[config.mk]
export PLATFORM = sky130hd
export DESIGN_NAME = p2s_share_arbiter
export DESIGN_NICKNAME = d
export VERILOG_FILES = /design/src/rtl/p2s_share_arbiter.sv
export SDC_FILE = /design/constraint.sdc
export NUM_CORES = 1
export LEC_CHECK = 0
export ABC_AREA = 1
export BUFFER_PORTS_ARGS = -buffer_cell sky130_fd_sc_hd__buf_2
export CAP_MARGIN = 20
export CORE_UTILIZATION = 46
export CTS_CLUSTER_DIAMETER = 80
export DETAILED_ROUTE_END_ITERATION = 16
export GPL_TIMING_DRIVEN = 0
export PLACE_DENSITY = 0.87
export SYNTH_ARGS = -nofsm -noshare
export SYNTH_HDL_FRONTEND = slang
export SYNTH_SLANG_ARGS = --single-unit
[constraint.sdc]
create_clock -name clk -period 1.86 [get_ports clk]
set_input_delay 0.186 -clock clk [delete_from_list [all_inputs] [get_ports clk]]
set_output_delay 0.186 -clock clk [all_outputs]
set_load 0.01 [all_outputs]
[src/rtl/p2s_share_arbiter.sv]
// Round-robin owner of the shared P2S shifter: port 0 = 7-seg image, port 1 = LED image; start strobe 1 cycle after grant.
// Ack 1 cycle after shifter EN returns high (earliest 4 cycles after req); requesters hold req level until ack, aborts pulse err.
module p2s_share_arbiter #(
  parameter int unsigned                DATA_BITS    = 64,
  parameter int unsigned                START_WAIT   = 4,
  parameter int unsigned                TIMEOUT_BITS = 16,
  parameter logic [TIMEOUT_BITS-1:0]    TIMEOUT      = 16'd4000
) (
  input  logic                 clk,
  input  logic                 rst,
  input  logic                 req0,
  input  logic [DATA_BITS-1:0] data0,
  output logic                 ack0,
  input  logic                 req1,
  input  logic [DATA_BITS-1:0] data1,
  output logic                 ack1,
  output logic                 p2s_start,
  output logic [DATA_BITS-1:0] p2s_data,
  input  logic                 p2s_en,
  output logic                 busy,
  output logic                 owner,
  output logic                 err
);

  typedef enum logic [2:0] {
    IDLE,
    LOAD,
    WAIT_START,
    WAIT_DONE,
    ACK
  } state_t;

  localparam logic [TIMEOUT_BITS-1:0] START_LAST = TIMEOUT_BITS'(START_WAIT - 1);
  localparam logic [TIMEOUT_BITS-1:0] WD_LAST    = TIMEOUT - 1'b1;

  state_t                 state_q, state_d;
  logic [DATA_BITS-1:0]   p2s_data_q, p2s_data_d;
  logic [TIMEOUT_BITS-1:0] wd_q, wd_d;
  logic                   p2s_start_q, p2s_start_d;
  logic                   ack0_q, ack0_d;
  logic                   ack1_q, ack1_d;
  logic                   err_q, err_d;
  logic                   busy_q, busy_d;
  logic                   owner_q, owner_d;
  logic                   grant_vld;
  logic                   grant_idx;

  // Contention goes to whoever did not win last time.
  always_comb begin
    grant_vld = req0 | req1;
    if (req0 && req1) grant_idx = ~owner_q;
    else              grant_idx = req1;
  end

  always_comb begin
    state_d     = state_q;
    p2s_data_d  = p2s_data_q;
    owner_d     = owner_q;
    wd_d        = wd_q;
    p2s_start_d = 1'b0;
    ack0_d      = 1'b0;
    ack1_d      = 1'b0;
    err_d       = 1'b0;
    case (state_q)
      IDLE: begin
        if (grant_vld) begin
          owner_d     = grant_idx;
          p2s_data_d  = grant_idx ? data1 : data0;
          p2s_start_d = 1'b1;
          state_d     = LOAD;
        end
      end
      LOAD: begin
        wd_d    = '0;
        state_d = WAIT_START;
      end
      WAIT_START: begin
        if (!p2s_en) begin
          wd_d    = '0;
          state_d = WAIT_DONE;
        end else if (wd_q >= START_LAST) begin
          err_d   = 1'b1;
          state_d = IDLE;
        end else begin
          wd_d = wd_q + 1'b1;
        end
      end
      WAIT_DONE: begin
        if (p2s_en) begin
          ack0_d  = ~owner_q;
          ack1_d  = owner_q;
          state_d = ACK;
        end else if (wd_q >= WD_LAST) begin
          err_d   = 1'b1;
          state_d = IDLE;
        end else if (wd_q != '1) begin
          wd_d = wd_q + 1'b1;
        end
      end
      ACK:     state_d = IDLE;
      default: state_d = IDLE;
    endcase
    busy_d = (state_d != IDLE);
  end

  always_ff @(posedge clk) begin
    if (rst) begin
      state_q     <= IDLE;
      p2s_data_q  <= '0;
      wd_q        <= '0;
      p2s_start_q <= 1'b0;
      ack0_q      <= 1'b0;
      ack1_q      <= 1'b0;
      err_q       <= 1'b0;
      busy_q      <= 1'b0;
      owner_q     <= 1'b1;
    end else begin
      state_q     <= state_d;
      p2s_data_q  <= p2s_data_d;
      wd_q        <= wd_d;
      p2s_start_q <= p2s_start_d;
      ack0_q      <= ack0_d;
      ack1_q      <= ack1_d;
      err_q       <= err_d;
      busy_q      <= busy_d;
      owner_q     <= owner_d;
    end
  end

  assign p2s_start = p2s_start_q;
  assign p2s_data  = p2s_data_q;
  assign ack0      = ack0_q;
  assign ack1      = ack1_q;
  assign err       = err_q;
  assign busy      = busy_q;
  assign owner     = owner_q;

endmodule

==> impl_metrics.env <==
export IMPL_arrival_ns=1.94
export IMPL_worst_slew_pin_transition_ns=0.615
export IMPL_syn_area_um2=4190
export IMPL_synth_cells=607
export IMPL_p_int_mw=3.21
export IMPL_hold_ws_ns=0.0586
export IMPL_cellPowerDensity_nw_per_um2=882
export IMPL_wl_met3_um=833
export IMPL_drt_iter0_drc=317
export IMPL_p_leak_nw=2.69
export IMPL_grt_pass1_wl_um=20600
export IMPL_seq_area_um2=1780
export IMPL_cts_clk_slew_worst_paths_ns=0.09
export IMPL_sw_frac_of_total=0.344
export IMPL_io_buffer_count=201
export IMPL_finalHoldViolCount=0
export IMPL_multiInputGateArea_um2=2100
export IMPL_die_h_um=97.5
export IMPL_area_growth_pct=32.2
export IMPL_peakVddDrop_mv=0.599
export IMPL_cts_buffer_depth=2
export IMPL_setup_viol=0
export IMPL_min_to="p2s_data[51]"
export IMPL_drt_first_pass_iters=5
export IMPL_grt_max_degree=16
export IMPL_drive_gt1_frac=0.332
export IMPL_status="finished clean"
export IMPL_dieArea_um2=9500
export IMPL_synth_seq_cells=89
export IMPL_clock_fmax_ghz=0.585
export IMPL_drv_slew=0
export IMPL_grt_pass1_vias=4332
export IMPL_final_common_cell="buf_2"
export IMPL_synth_distinct_cells=34
export IMPL_end_kind="flip-flop"
export IMPL_ys_warn_count=0
export IMPL_fin_nets=955
export IMPL_dp_hpwl_um=9430
export IMPL_path_class="reg2reg"
export IMPL_rr_worst_depth=11
export IMPL_num_rows=34
export IMPL_worst_slack_ns=0.149
export IMPL_dr_wl_met2_um=5980
export IMPL_critPathMaxFanout=10
export IMPL_pre_cts_ws_ns=0.0994
export IMPL_critPathMostFrequentCell="nand2_1"
export IMPL_r2r_end="busy"
export IMPL_p_total_mw=4.89
export IMPL_finClkSkew_ns=0.0133
export IMPL_synth_top_area_cell="dfxtp_1"
export IMPL_highest_layer="met4"
export IMPL_fillers=822
export IMPL_cpMaxStageDelayCell="dfxtp_1"
export IMPL_io_pins=203
export IMPL_clk_latency_ns=0.36
export IMPL_met1Wirelength_um=5380
export IMPL_post_route_period_util=0.920
export IMPL_diodes=0
export IMPL_cts_sinks=89
export IMPL_crit_buf_inv=2
export IMPL_postLayoutCoreUtil=0.632
export IMPL_r2r_setup_slack_ns=0.15
export IMPL_path_cells="ha_2, nand3_1, o21ai_1, nand2_1, nand2_1, nand2_2, nand2_4, inv_4, buf_12, nand2_1, nand3_1"
export IMPL_avgRoutedWirePerCell_um=13.3
export IMPL_clkPwrFrac=0.251
export IMPL_required_ns=2.09
export IMPL_core_area_um2=8760
export IMPL_max_slew_margin=0.590
export IMPL_root_buffer="clkbuf_8"
export IMPL_reg2reg_from="wd_q[1]"
export IMPL_holdPathStages=3
export IMPL_place_gp_congestion=0.871
export IMPL_cts_tree="built"
export IMPL_synth_top_area_frac=0.425
export IMPL_hp_start="data0[51]"
export IMPL_p_switching_mw=1.68
export IMPL_num_vias=4677
export IMPL_max_cap_viol_count=0
export IMPL_h_tree_depth=3
export IMPL_yosys_top_cells_area="dfxtp_1 42%, a21oi_1 11%, nand2_1 10%, nor2_1 9.5%, o21ai_0 7.8%"
export IMPL_drt_antenna_violating_nets=0
export IMPL_wirelength_um=12400
export IMPL_overflow=0
export IMPL_cts_buffers=9
export IMPL_power_frac_seq=0.459
export IMPL_syn_num_nets=741
export IMPL_finalNonFillerCells=933
export IMPL_max_stage_delay_ns=0.36
export IMPL_track_usage=0.267
export IMPL_crit_path_start="wd_q[1]"
export IMPL_start_kind="flip-flop"
export IMPL_comb_power_share=0.290
export IMPL_start_util=0.479
export IMPL_cp_top_family="simple AND/OR/NAND/NOR gates"
export IMPL_min_period_ns=1.71
export IMPL_hp_class="in2reg"
export IMPL_antenna_found_initial=0
export IMPL_drc_errors=0
export IMPL_yosysSeqAreaShare=0.425
export IMPL_die_w_um=97.5
export IMPL_syn_avg_cell_area_um2=6.91
export IMPL_mostFrequentLayoutCells="211 x buf_2, 114 x nand2_1, 106 x nor2_1"
export IMPL_dp_cells=916
export IMPL_viasPerCell=5.01
export IMPL_holdBufCountCts=0
-- through the flow --
stage / TNS, ns / area (um^2)
after global routing: -0.0469 / 5540
after global placement: 0 / 5340
after floorplan: 0 / 4190
after CTS: 0 / 5510
final: 0 / 5540
after detailed placement: 0 / 5340
-- synth_stat cells, drive strengths merged --
cell type	count
clkinv	2
clkbuf	22
nand3	16
a211oi	2
a21oi	103
inv	29
o2111a	3
nor2	113
xnor2	1
ha	1
nand2	129
or2	1
a21o	1
nand4	4
dfxtp	89
a22oi	1
o21ai	71
buf	17
nor3	2
-- power groups by stage --
stage	Sequential, mW	Clock, mW	Combinational [mW]
after floorplan	2.38	0	0.738
final	2.24	1.23	1.42
after CTS	2.24	1.25	1.41
after detailed placement	2.28	0	1.41
after global placement	2.28	0	1.39
after global routing	2.27	1.34	1.58
-- timing repair --
action | 4_1_cts | 5_1_grt
setup buffers | 0 | 2
resized for setup | 0 | 7
setup endpoints to repair | 0 | 53
-- how the worst max path moves through the flow --
| stage | endpoint | slack (ns) | depth (start not counted) |
|---|---|---|---|
| floorplan | busy | 0.33 | 11 |
| global placement | busy | 0.11 | 11 |
| detailed placement | busy | 0.1 | 11 |
| CTS | busy | 0.09 | 11 |
| global route | p2s_data[55] | -0.01 | 6 |
| finish | busy | 0.15 | 11 |
-- sequential cells by signal (all words and copies together), names as in the netlist --
signal / flops
ack1: 1
err: 1
busy: 1
p2s_start: 1
p2s_data: 64
state_q: 3
ack0: 1
owner: 1
wd_q: 16
-- metal layers --
layer  track usage  up-vias
li1              -     2419
met1         0.338     2066
met2         0.450      176
met3        0.0655       16
met4        0.0781        0
met5             0        -
-- cells by family after synthesis --
logic type,count (synthesis),synth area share
simple gates,265,0.264
compound gates,181,0.231
flops,89,0.425
buf+inv,70,0.0752
xor+xnor,1,0.00209
fa+ha+maj,1,0.00298
-- layout make-up --
cell class	count	area share
repair buffers	203	0.184
inverters	31	0.0223
multi-input cells	448	0.379
plain buffers	39	0.0359
clock inverters	5	0.00745
well taps	108	0.0244
flip-flops and latches	89	0.322
clock buffers	10	0.0248
-- worst register-to-register path, delay by kind of cell, from the launching register on --
kind / cells / cell delay, ns
compound gates: 1 / 0.15
fa+ha+maj: 1 / 0.22
buf+inv: 2 / 0.19
flops: 1 / 0.36
simple gates: 7 / 0.65
Power figures use the tool's default switching activity.
